<file path="config.mk">
export PLATFORM = sky130hd
export DESIGN_NAME = action_arbiter
export DESIGN_NICKNAME = d
export VERILOG_FILES = /design/src/rtl/action_arbiter.sv
export SDC_FILE = /design/constraint.sdc
export NUM_CORES = 1
export LEC_CHECK = 0
export CORE_MARGIN = 3
export CORE_UTILIZATION = 53
export CTS_BUF_LIST = sky130_fd_sc_hd__clkbuf_4 sky130_fd_sc_hd__clkbuf_8 sky130_fd_sc_hd__clkbuf_16
export DETAILED_ROUTE_END_ITERATION = 8
export PLACE_DENSITY = 0.79
export SETUP_SLACK_MARGIN = 0.5
export SLEW_MARGIN = 20
export SYNTH_ARGS = -nofsm -noshare
export SYNTH_HDL_FRONTEND = slang
export SYNTH_SLANG_ARGS = --single-unit
export TNS_END_PERCENT = 5
</file>
<file path="constraint.sdc">
create_clock -name clk -period 7.8 [get_ports clk]
set_clock_uncertainty 0.05 [all_clocks]
set_input_delay 1.56 -clock clk [delete_from_list [all_inputs] [get_ports clk]]
set_output_delay 1.56 -clock clk [all_outputs]
set_load 0.02 [all_outputs]
</file>
<file path="src/rtl/action_arbiter.sv">
// ---------------------------------------------------------------------------
// action_arbiter
//
// Turns debounced care-button levels into single-cycle action pulses for the
// pet statistics block. Each rising edge of a request is captured as a
// pending bit. Pending actions are granted one at a time in round-robin
// order. Every grant is followed by an enforced idle (cooldown) period, so a
// held button can never hit a stat every clock.
//
// Optional feature: define ACTION_ENERGY_LOCKOUT_EN to mask every action
// except energy/sleep (bit 4) out of arbitration while energy == 0. Masked
// actions stay pending and are granted once energy is nonzero again. Without
// the macro the energy port is accepted and ignored.
//
// Parameters
//   COOLDOWN   idle cycles after each grant (1..65535)
//
// Ports
//   clk        system clock, rising edge
//   reset      asynchronous, active-high reset
//   req[5:0]   request levels (0 hunger, 1 happiness, 2 health, 3 hygiene,
//              4 energy/sleep, 5 social)
//   energy     current energy stat (used only with the lockout feature)
//   act[7:0]   registered one-hot action pulse, bits 7:6 always 0
//   busy       high while the cooldown runs (mirrors the COOL state)
//   pending    captured, not-yet-granted requests
//   grant_idx  index of the last granted action (5 after reset)
//   drop_cnt   saturating count of presses on already-pending actions
//
// Output contract: act is a pulse, not a handshake. The consumer cannot
// stall it. At most one bit is set, for exactly one cycle per grant, and
// the same cycle busy rises. busy then stays high for COOLDOWN cycles.
// ---------------------------------------------------------------------------
module action_arbiter #(
    parameter int COOLDOWN = 255
) (
    input  logic       clk,
    input  logic       reset,
    input  logic [5:0] req,
    input  logic [3:0] energy,
    output logic [7:0] act,
    output logic       busy,
    output logic [5:0] pending,
    output logic [2:0] grant_idx,
    output logic [7:0] drop_cnt
);

    typedef enum logic {
        IDLE = 1'b0,
        COOL = 1'b1
    } state_t;

    localparam logic [15:0] CNT_LOAD = 16'(COOLDOWN - 1);

    state_t      state;
    logic [15:0] cnt;
    logic [5:0]  req_q;
    logic [5:0]  req_edge;
    logic [5:0]  eligible;
    logic [5:0]  win_mask;
    logic [2:0]  win_idx;
    logic        found;
    logic [3:0]  s;
    logic        grant_fire;
    logic [5:0]  clr_mask;
    logic [5:0]  dup;
    logic [2:0]  dup_n;
    logic [8:0]  drop_sum;

    assign req_edge = req & ~req_q;

`ifdef ACTION_ENERGY_LOCKOUT_EN
    // Out of energy: only sleep may be granted, the rest wait in pending.
    assign eligible = (energy == 4'd0) ? (pending & 6'b01_0000) : pending;
`else
    logic unused_energy;
    assign unused_energy = ^energy;
    assign eligible      = pending;
`endif

    // Round-robin search starting one past the last grant, wrapping 5 -> 0.
    always_comb begin
        win_mask = '0;
        win_idx  = grant_idx;
        found    = 1'b0;
        s        = '0;
        for (int k = 1; k <= 6; k++) begin
            s = {1'b0, grant_idx} + 4'(k);
            if (s >= 4'd6) begin
                s = s - 4'd6;
            end
            if (!found && eligible[s[2:0]]) begin
                found             = 1'b1;
                win_idx           = s[2:0];
                win_mask[s[2:0]]  = 1'b1;
            end
        end
    end

    assign grant_fire = (state == IDLE) && found;
    assign clr_mask   = grant_fire ? win_mask : 6'b0;

    // A press on a bit that is being granted this cycle is re-queued, not
    // dropped, so the winner's bit is excluded from the duplicate test.
    assign dup = req_edge & pending & ~clr_mask;

    always_comb begin
        dup_n = '0;
        for (int i = 0; i < 6; i++) begin
            dup_n = dup_n + {2'b00, dup[i]};
        end
    end

    assign drop_sum = {1'b0, drop_cnt} + {6'b0, dup_n};

    always_ff @(posedge clk or posedge reset) begin
        if (reset) begin
            state     <= IDLE;
            cnt       <= '0;
            req_q     <= '0;
            pending   <= '0;
            act       <= '0;
            busy      <= 1'b0;
            grant_idx <= 3'd5;
            drop_cnt  <= '0;
        end else begin
            req_q    <= req;
            // Set wins over clear: a re-press on the granted bit stays queued.
            pending  <= (pending & ~clr_mask) | req_edge;
            drop_cnt <= (drop_sum > 9'd255) ? 8'hFF : drop_sum[7:0];
            case (state)
                IDLE: begin
                    if (grant_fire) begin
                        act       <= {2'b00, win_mask};
                        grant_idx <= win_idx;
                        cnt       <= CNT_LOAD;
                        busy      <= 1'b1;
                        state     <= COOL;
                    end else begin
                        act <= '0;
                    end
                end
                COOL: begin
                    act <= '0;
                    if (cnt == 16'd0) begin
                        busy  <= 1'b0;
                        state <= IDLE;
                    end else begin
                        cnt <= cnt - 16'd1;
                    end
                end
                default: begin
                    act   <= '0;
                    busy  <= 1'b0;
                    state <= IDLE;
                end
            endcase
        end
    end

endmodule

</file>
Word level (Yosys, flattened, before mapping)
Cells that the tools add are included.
W data, S select, Z words.
- bits in registers: 49
- bits of input ports: 12
- word-level logic and storage cells: 145
- add/subtract/negate cells: 19
- magnitude comparators: 19
- eq/ne operators: 3
- multiplexer cells: 61
- bitwise operators: 13
- reduce and logical (&&, ||, !) cells: 22
- operator list (operator ; number):
    $mux W6 ; 8
    $mux W3 ; 12
    $or A6 B6 Y6 ; 6
    $mux W16 ; 2
    $pmux W16 S2 ; 1
    $and A6 B6 Y6 ; 4
    $ge A4 B3 Y1 const B ; 6
    $lt A3 B4 Y1 const B ; 6
    $mux W1 ; 22
    $bmux W1 S3 ; 6
    $demux W1 S3 ; 6
    $ge A3 B1 Y1 const B ; 6
    $sub A3 B3 Y3 const B ; 6
    $logic_not A16 Y1 ; 1
    $pmux W8 S2 ; 1
    $sub A16 B1 Y16 const B ; 1
    $add A3 B3 Y4 const B ; 3
    $logic_and A1 B1 Y1 ; 12
    $not A6 Y6 ; 2
    $add A3 B1 Y3 ; 3
    $add A8 B3 Y9 ; 1
    $gt A9 B8 Y1 const B ; 1
    $add A3 B2 Y4 const B ; 2
    $mux W8 ; 1
    11 further kinds ; 18

Logic depth before layout (Yosys ltp)
Gate-level depths: netlist of the first run.
- depth in word-level cells: 33
- gate-level depth with buffers: 23
- mapped depth without buffers: 19

Least setup slack after synthesis of the first run
OpenSTA, ideal clock, no wires.
- path type: reg2reg
- from: reg grant_idx[0]
- to: reg drop_cnt[4]
- arrival time: 5.719 ns
- required time: 7.667 ns
- slack: 1.948 ns
- cell stages (with the launch flop): 23
- path buffers: 3
- clock period less this slack: 5.852 ns
- cell sequence: dfstp_2 -> buf_6 -> buf_6 -> buf_6 -> inv_2 -> ha_1 -> a211oi_2 -> xnor2_1 -> mux2i_4 -> o211ai_4 -> nor3_4 -> a311oi_1 -> a211o_1 -> and4_1 -> fa_1 -> fa_1 -> fa_1 -> inv_1 -> fa_1 -> inv_1 -> a21o_1 -> or3b_2 -> o21ai_0
- word-level cells in the longest chain between the ends: 33
- elaborated cells between the ends (all ways): 105
- those cells by class: add/sub: 18; order compare: 19; mux: 44; bitwise: 7; reduce/logical: 17
- ends and longest elaborated chain (element ; line ; source):
    start: declaration ; 44 ; output logic [2:0] grant_idx,
    start signal: assignment ; 135 ; grant_idx <= win_idx;
    branches (longest 22 deep; another with $add A3 B1 Y4) ; -- ;
    $mux W6 (*) ; 101 ; assign clr_mask = grant_fire ? win_mask : 6'b0;
    $not A6 Y6 (*) ; 105 ; assign dup = req_edge & pending & ~clr_mask;
    $and A6 B6 Y6 (*) ; 105 ;
    $add A1 B1 Y2 ; 110 ; dup_n = dup_n + {2'b00, dup[i]};
    $add A2 B1 Y3 ; 110 ;
    $add A3 B1 Y3 (2 in a row) ; 110 ;
    $add A3 B1 Y3 (*) ; 110 ;
    $add A8 B3 Y9 (*) ; 114 ; assign drop_sum = {1'b0, drop_cnt} + {6'b0, dup_n};
    $gt A9 B8 Y1 ; 130 ; drop_cnt <= (drop_sum > 9'd255) ? 8'hFF : drop_sum[7:0];
    $mux W8 (*) ; 130 ;
    end signal: assignment ; 130 ;
    end: declaration ; 45 ; output logic [7:0] drop_cnt
Every way passes the cells marked *. The select of a mux whose other input is x is not followed.
A chain may end at the register's enable or synchronous reset.

Worst setup path after layout of the first run
- from: reg grant_idx[1]
- to: reg drop_cnt[4]
Same word-level chain as after synthesis.

==> out/qor.yml, run 1 <==
status: "finished, final reports clean"
drive_above_1_share: 0.1262
rsz0062_at_grt: "false"
setup.worst_path.class: "reg -> reg"
reg2reg_slack_ns: 1.29
totalWireLength_um: 8663
layout_commonest_cell: "dfrtp_1"
setup_violations: 0
cts_hold_buf: 0
design_area_um2: 3980
finalSetupTns_ns: 0
yosysWarningCount: 0
crit_path_cell_trace: "inv_1 > ha_1 > clkinv_1 > nor2_1 > a31oi_1 > o221ai_2 > o41ai_4 > buf_4 > a211o_1 > and4_1 > fa_1 > fa_1 > fa_1 > inv_1 > fa_1 > inv_1 > a21o_1 > or3b_2 > o21ai_0"
syn_area_um2: 3558
die_h_um: 87.94
io_buffers: 31
place_ws_ns: 1.425
critPathMaxStageDelay_ns: 0.70
hold_viol_final: 0
holdWs_ns: 0.4436
wl_per_cell_um: 18.01
final_cells: 481
ctsResizeCount: 0
ys.flop_type: "dfrtp_1"
ctsRootBufferMaster: "clkbuf_8"
slew_headroom: 0.3490
critPathSlowestCell: "ha_1"
grt_antenna_before_repair: 0
grt_start_max_net_pins: 48
dpl_cell_area_um2: 3874
power.density_nw_per_um2: 186.8
numCtsBuffers: 5
clkLatencyLatePin_ns: 0.30
fp.coreArea_um2: 6422
cp.arrival_ns: 6.69
clock_path_buffers: 2
synthCells: 379
vias: 3093
dieArea_um2: 7733
fmax_ghz: 0.1536
clock-sinks: 47
cap_violations: 0
clkTransAtPathRegs_ns: 0.09
grt_pass1_wl_um: 14590
critPathBufInv: 5
drtIter0Drc: 214
required_ns: 7.97
slew_viol_final: 0
areaGrowthSynthToFinish_pct: 11.85
cts_tree: "yes"
worstSetupEndpointType: "register"
seq_area_frac_synth: 0.3312
crit_family: "adder cells"
cts-htree-levels: 2
gp_congestion: 0.9506
row_count: 29
synth_seq_cells: 47
postCtsSetupBuffers: 0
cp_max_fo: 17
period_minus_slack_ns: 6.512
synth_edf_count: 0
leakagePower_nw: 1.703
diodes: 0
synth_cell_types: 80
period_share: 0.8349
nets: 434
grt_pass1_vias: 2935
start_util: 0.5541
viasPerCell: 6.430
firstDrtPassIters: 5
ios: 38
dpl.hpwl_um: 6426
critPathLaunchType: "register"
fin_ws_ns: 1.288
worst_pin_slew_ns: 0.9751
postSynth.asyncResetShare: 1.000
grt_use_total: 0.2396
detail-route-antenna-nets: 0
min_path_type: "reg -> reg"
syn_avg_cell_area_um2: 9.389
path_common_cell: "fa_1"
grt.overflow.total: 0
die_w_um: 87.94
vdd_drop_max_mv: 0.1736
dp_cells: 474
mostFrequentLayoutCells: "dfrtp_1 (45), clkdlybuf4s50_1 (31), a21oi_1 (27)"
fillers: 529
drc: 0
[metal layers]
layer  vias to the layer above  global-route usage  part of all wire  routed length, um
met3                        20             0.03669             0.053                462
li1                       1449                   -                 -                  -
met4                         0             0.08089             0.025                214
met2                       110              0.3842              0.48               4191
met5                         -                   0                 0                  0
met1                      1514              0.3317              0.44               3795
[logic make-up (layout without fill, tap and decap cells)]
| group | after synthesis | count (layout) | synth area share |
|---|---|---|---|
| AOI/OAI and AO/OA | 124 | 124 | 0.2577 |
| and+or+nand+nor | 113 | 113 | 0.1723 |
| muxes | 16 | 16 | 0.05872 |
| other | 1 | 2 | 0.001054 |
| adders and majority gates | 18 | 18 | 0.07173 |
| buffers and inverters | 41 | 65 | 0.05837 |
| xor gates and xnor gates | 19 | 19 | 0.04888 |
| DFF | 47 | 47 | 0.3312 |
[where the power goes]
| group | switching [W] | leakage [nW] | internal (W) | total, W |
|---|---|---|---|---|
| clock network | 0.0000838 | 0.0502 | 0.0000938 | 0.000178 |
| registers | 0.0000231 | 0.550 | 0.000267 | 0.000290 |
| logic | 0.000158 | 1.10 | 0.000118 | 0.000276 |
| total | 0.000264 | 1.70 | 0.000479 | 0.000743 |
[path summary, 6_finish.rpt]
path | from | to | depth (start not counted)
worst max-delay path | grant_idx[1] | drop_cnt[4] | 19
worst min-delay path | req_q[3] | pending[3] | 1
worst max register to register | grant_idx[1] | drop_cnt[4] | 19
worst min register to register | req_q[3] | pending[3] | 1
max in group asynchronous | reset | req_q[2] | 2
min in group asynchronous | reset | drop_cnt[7] | 2
[sequential cells by signal (all words and copies together), names as in the netlist]
name       flops
grant_idx      3
cnt           16
act            6
busy           1
req_q          6
state          1
pending        6
drop_cnt       8
[final cells by class]
cell class	count	area [um^2]	share of cell area
tap	77	96.34	0.02421
timing repair buffer	34	332.8	0.08362
inverter	24	90.09	0.02263
clock inverter	2	37.54	0.009431
multi-input combinational	292	2176	0.5467
clock buffer	5	68.82	0.01729
sequential	47	1179	0.2961
[stage by stage]
step | total power (W) | utilization
floorplan | 0.0004817 | -
global route | 0.0007933 | 0.6197
detailed placement | 0.0005687 | 0.6032
global placement | 0.0005596 | 0.6032
finish | 0.0007434 | 0.6197
CTS | 0.0007458 | 0.6197
[cell usage after synthesis, types with 3 or more instances]
library cell | instances | share of area
a211o_1 | 7 | 0.017
a21o_1 | 6 | 0.013
a21oi_1 | 27 | 0.038
a21oi_2 | 4 | 0.0098
a22o_1 | 3 | 0.0074
a31oi_1 | 7 | 0.012
and3_1 | 8 | 0.014
and3b_1 | 3 | 0.0074
and4_1 | 3 | 0.0074
buf_2 | 4 | 0.0056
buf_4 | 3 | 0.0063
buf_6 | 5 | 0.016
clkbuf_1 | 5 | 0.0053
dfrtp_1 | 45 | 0.32
fa_1 | 4 | 0.023
ha_1 | 14 | 0.049
inv_1 | 22 | 0.023
mux2_2 | 4 | 0.013
mux2i_1 | 6 | 0.017
nand2_1 | 22 | 0.023
nand2b_1 | 3 | 0.0053
nand3_1 | 15 | 0.021
nand4_1 | 5 | 0.0088
nor2_1 | 24 | 0.025
nor3_1 | 9 | 0.013
nor4_1 | 3 | 0.0053
o211ai_1 | 3 | 0.0063
o21ai_0 | 22 | 0.031
o21ai_1 | 6 | 0.0084
o22ai_1 | 4 | 0.0070
or3_1 | 6 | 0.011
xnor2_1 | 12 | 0.030
xor2_1 | 6 | 0.015
[worst reg2reg max path, delay by kind of cell (launching register included)]
| family | cells | cell delay, ns |
|---|---|---|
| buf+inv | 5 | 1.03 |
| fa+ha+maj | 5 | 2.36 |
| simple gates | 3 | 1.14 |
| flops | 1 | 0.62 |
| compound gates | 6 | 1.25 |
Note: power is estimated with default switching activity, not from simulation.
==> run 2: changes to the inputs <==
--- a/config.mk
+++ b/config.mk
@@ -6,10 +6,10 @@
 export NUM_CORES = 1
 export LEC_CHECK = 0
 export CORE_MARGIN = 3
-export CORE_UTILIZATION = 53
+export CORE_UTILIZATION = 52
 export CTS_BUF_LIST = sky130_fd_sc_hd__clkbuf_4 sky130_fd_sc_hd__clkbuf_8 sky130_fd_sc_hd__clkbuf_16
 export DETAILED_ROUTE_END_ITERATION = 8
-export PLACE_DENSITY = 0.79
+export PLACE_DENSITY = 0.81
 export SETUP_SLACK_MARGIN = 0.5
 export SLEW_MARGIN = 20
 export SYNTH_ARGS = -nofsm -noshare
==> constraint.sdc (replaced) <==
create_clock -name clk -period 5.8 [get_ports clk]
set_clock_uncertainty 0.05 [all_clocks]
set_input_delay 1.16 -clock clk [delete_from_list [all_inputs] [get_ports clk]]
set_output_delay 1.16 -clock clk [all_outputs]
set_load 0.02 [all_outputs]
==> run 2 against run 1 <==
Net effect:
- combinational power increased by 62%
- worst setup slack got worse by 0.90 ns
- critical endpoint is now drop_cnt[0]
- sequential share of layout area decreased by 4.2 points
- sequential power increased by 34%
- largest power group is now combinational cells
- clock power increased by 12%
- first-iteration DRC count increased by 27%
==> out/qor.yml, run 2 (same netlist as run 1, synthesis figures left out) <==
status: "finished, final reports clean"
min_path_type: "reg -> reg"
reg2reg_slack_ns: 0.39  # -0.90 ns
totalWireLength_um: 10360  # +20%
vias: 3440  # +11%
gp_congestion: 0.9461  # -0.47%
die_w_um: 88.73  # +0.89%
reg2reg_from: "grant_idx[0]"
areaGrowthSynthToFinish_pct: 30.59
finalSetupTns_ns: 0  # unchanged
mostFrequentLayoutCells: "dfrtp_1 (44), buf_4 (40), clkdlybuf4s50_1 (31)"
layout_commonest_cell: "dfrtp_1"
dpl.hpwl_um: 7014  # +9.2%
clock-sinks: 47  # unchanged
period_minus_slack_ns: 5.408  # -1.104 ns
drtIter0Drc: 272  # +27%
fp.coreArea_um2: 6495  # +1.1%
detail-route-antenna-nets: 0  # unchanged
hold_viol_final: 0  # unchanged
grt_pass1_wl_um: 16170  # +11%
cp.arrival_ns: 5.60  # -1.09 ns
power.density_nw_per_um2: 223.3  # +20%
nets: 477  # +9.9%
critPathMaxStageDelay_ns: 0.62  # -0.08 ns
row_count: 29  # unchanged
cts-htree-levels: 2  # unchanged
switching_share: 0.3697  # +0.01395
cp_max_fo: 11  # -6
slew_headroom: 0.3703  # +0.02135
grt_use_total: 0.2632  # +0.02368
power_switching_w: 0.0003835  # +45%
drc: 0  # unchanged
r2r-end: "drop_cnt[0]"
crit_path_cell_trace: "buf_12 > buf_12 > mux2_4 > mux4_2 > nor2_4 > a21oi_4 > o41ai_4 > a211o_1 > and4_1 > fa_1 > fa_1 > fa_2 > inv_1 > fa_2 > inv_1 > a21o_1 > or3b_4 > nand2b_1"
wl_per_cell_um: 19.73  # +9.6%
pwr-share-seq: 0.376  # -0.014
die_h_um: 88.73  # +0.89%
p_int_w: 0.0006540  # +37%
combinationalPowerShare: 0.432  # +0.061
drive_above_1_share: 0.2946  # +0.1684
crit_family: "adder cells"
grt.overflow.total: 0  # unchanged
leakagePower_nw: 1.964  # +15%
grt_start_max_net_pins: 48  # unchanged
dieArea_um2: 7872  # +1.8%
critPathSlowestCell: "dfstp_2"
viasPerCell: 6.552  # +1.9%
numCtsBuffers: 5  # unchanged
firstDrtPassIters: 7  # +2
vdd_drop_max_mv: 0.3485  # +100%
critPathBufInv: 4  # -1
worst_pin_slew_ns: 0.9431  # -0.03198 ns
place_ws_ns: 0.2948  # -1.130 ns
slew_viol_final: 0  # unchanged
ios: 38  # unchanged
hp-start: "req_q[3]"
r2r_cells: 18  # -1
fin_ws_ns: 0.3916  # -0.8962 ns
worstSetupEndpointType: "register"
p_clk_frac: 0.192  # -0.047
required_ns: 5.99  # -1.98 ns
reg_top3: "cnt: 16 flops, drop_cnt: 8 flops"
period_share: 0.9325  # +0.09759
io_buffers: 31  # unchanged
start_util: 0.5479  # -0.006191
largest_register_ffs: 16  # unchanged
holdPathStages: 1  # unchanged
critPathLaunchType: "register"
cts_hold_buf: 0  # unchanged
clkLatencyLatePin_ns: 0.30  # about the same
setup_violations: 0  # unchanged
min_to: "pending[3]"
cts_tree: "yes"
setup.worst_path.class: "reg -> reg"
rsz0062_at_grt: "true"
regMostFlops: "cnt"
grt_antenna_before_repair: 0  # unchanged
diodes: 0  # unchanged
clkTransAtPathRegs_ns: 0.08  # about the same
cap_violations: 0  # unchanged
clock_path_buffers: 2  # unchanged
grt_pass1_vias: 3191  # +8.7%
fmax_ghz: 0.1849  # +20%
ctsRootBufferMaster: "clkbuf_8"
## run 2: final cells by class
class	instances	area, um^2
well taps	77	96.34
flip-flops and latches	47	1180
fillers	463	1848
multi-input cells	292	2482
repair buffers	77	700.7
clock buffers	6	76.32
inverters	24	98.84
clock inverters	2	12.51
## run 2: worst max-delay path by stage
stage / to / from / depth (start not counted) / slack, ns
finish: drop_cnt[0] / grant_idx[0] / 18 / 0.39
global route: drop_cnt[0] / grant_idx[0] / 19 / 0.25
CTS: drop_cnt[4] / grant_idx[0] / 19 / 0.50
detailed placement: drop_cnt[4] / grant_idx[1] / 19 / 0.29
global placement: drop_cnt[4] / grant_idx[1] / 19 / 0.36
floorplan: drop_cnt[4] / grant_idx[0] / 22 / 0.36
## run 2: through the flow
| step | util | hold WS, ns | cell area (um^2) | cells | total power (W) |
|---|---|---|---|---|---|
| 6_report | 0.7155 | 0.4339 | 4647 | 525 | 0.001038 |
| 5_1_grt | 0.7155 | 0.4672 | 4647 | 525 | 0.001104 |
| 4_1_cts | 0.6575 | 0.4331 | 4270 | 508 | 0.001000 |
| 3_5_place_dp | 0.6232 | 0.4213 | 4048 | 490 | 0.0007832 |
| 3_3_place_gp | 0.6232 | 0.4076 | 4048 | 490 | 0.0007685 |
| 2_1_floorplan | - | 0.4036 | 3623 | 380 | 0.0006548 |
## run 2: power groups by stage
stage	Combinational, W	Sequential (W)	Clock, W
5_1_grt	0.000493	0.000395	0.000216
3_3_place_gp	0.000374	0.000395	0
4_1_cts	0.000409	0.000389	0.000202
2_1_floorplan	0.000229	0.000426	0
6_report	0.000448	0.000390	0.000199
3_5_place_dp	0.000387	0.000396	0
## run 2: timing repair
item,4_1_cts,5_1_grt
setup buffers,10,17
pin swaps,7,19
setup endpoints to repair,7,8
gates cloned,0,0
gates resized for setup,12,48
## run 2: per-layer routing
metal	routed length [um]	track usage	share of wire
met1	4146	0.3575	0.40
met2	5187	0.4379	0.50
met3	654	0.03445	0.063
met4	371	0.08104	0.036
met5	0	0	0
## run 2: worst register-to-register path, stage by stage (launching register included)
cell and delay [ns]:
dfstp_2 0.62, buf_12 0.14, buf_12 0.14, mux2_4 0.35, mux4_2 0.51, nor2_4 0.12, a21oi_4 0.08, o41ai_4 0.53
a211o_1 0.19, and4_1 0.22, fa_1 0.45, fa_1 0.60, fa_2 0.22, inv_1 0.05, fa_2 0.34, inv_1 0.06
a21o_1 0.15, or3b_4 0.44, nand2b_1 0.09
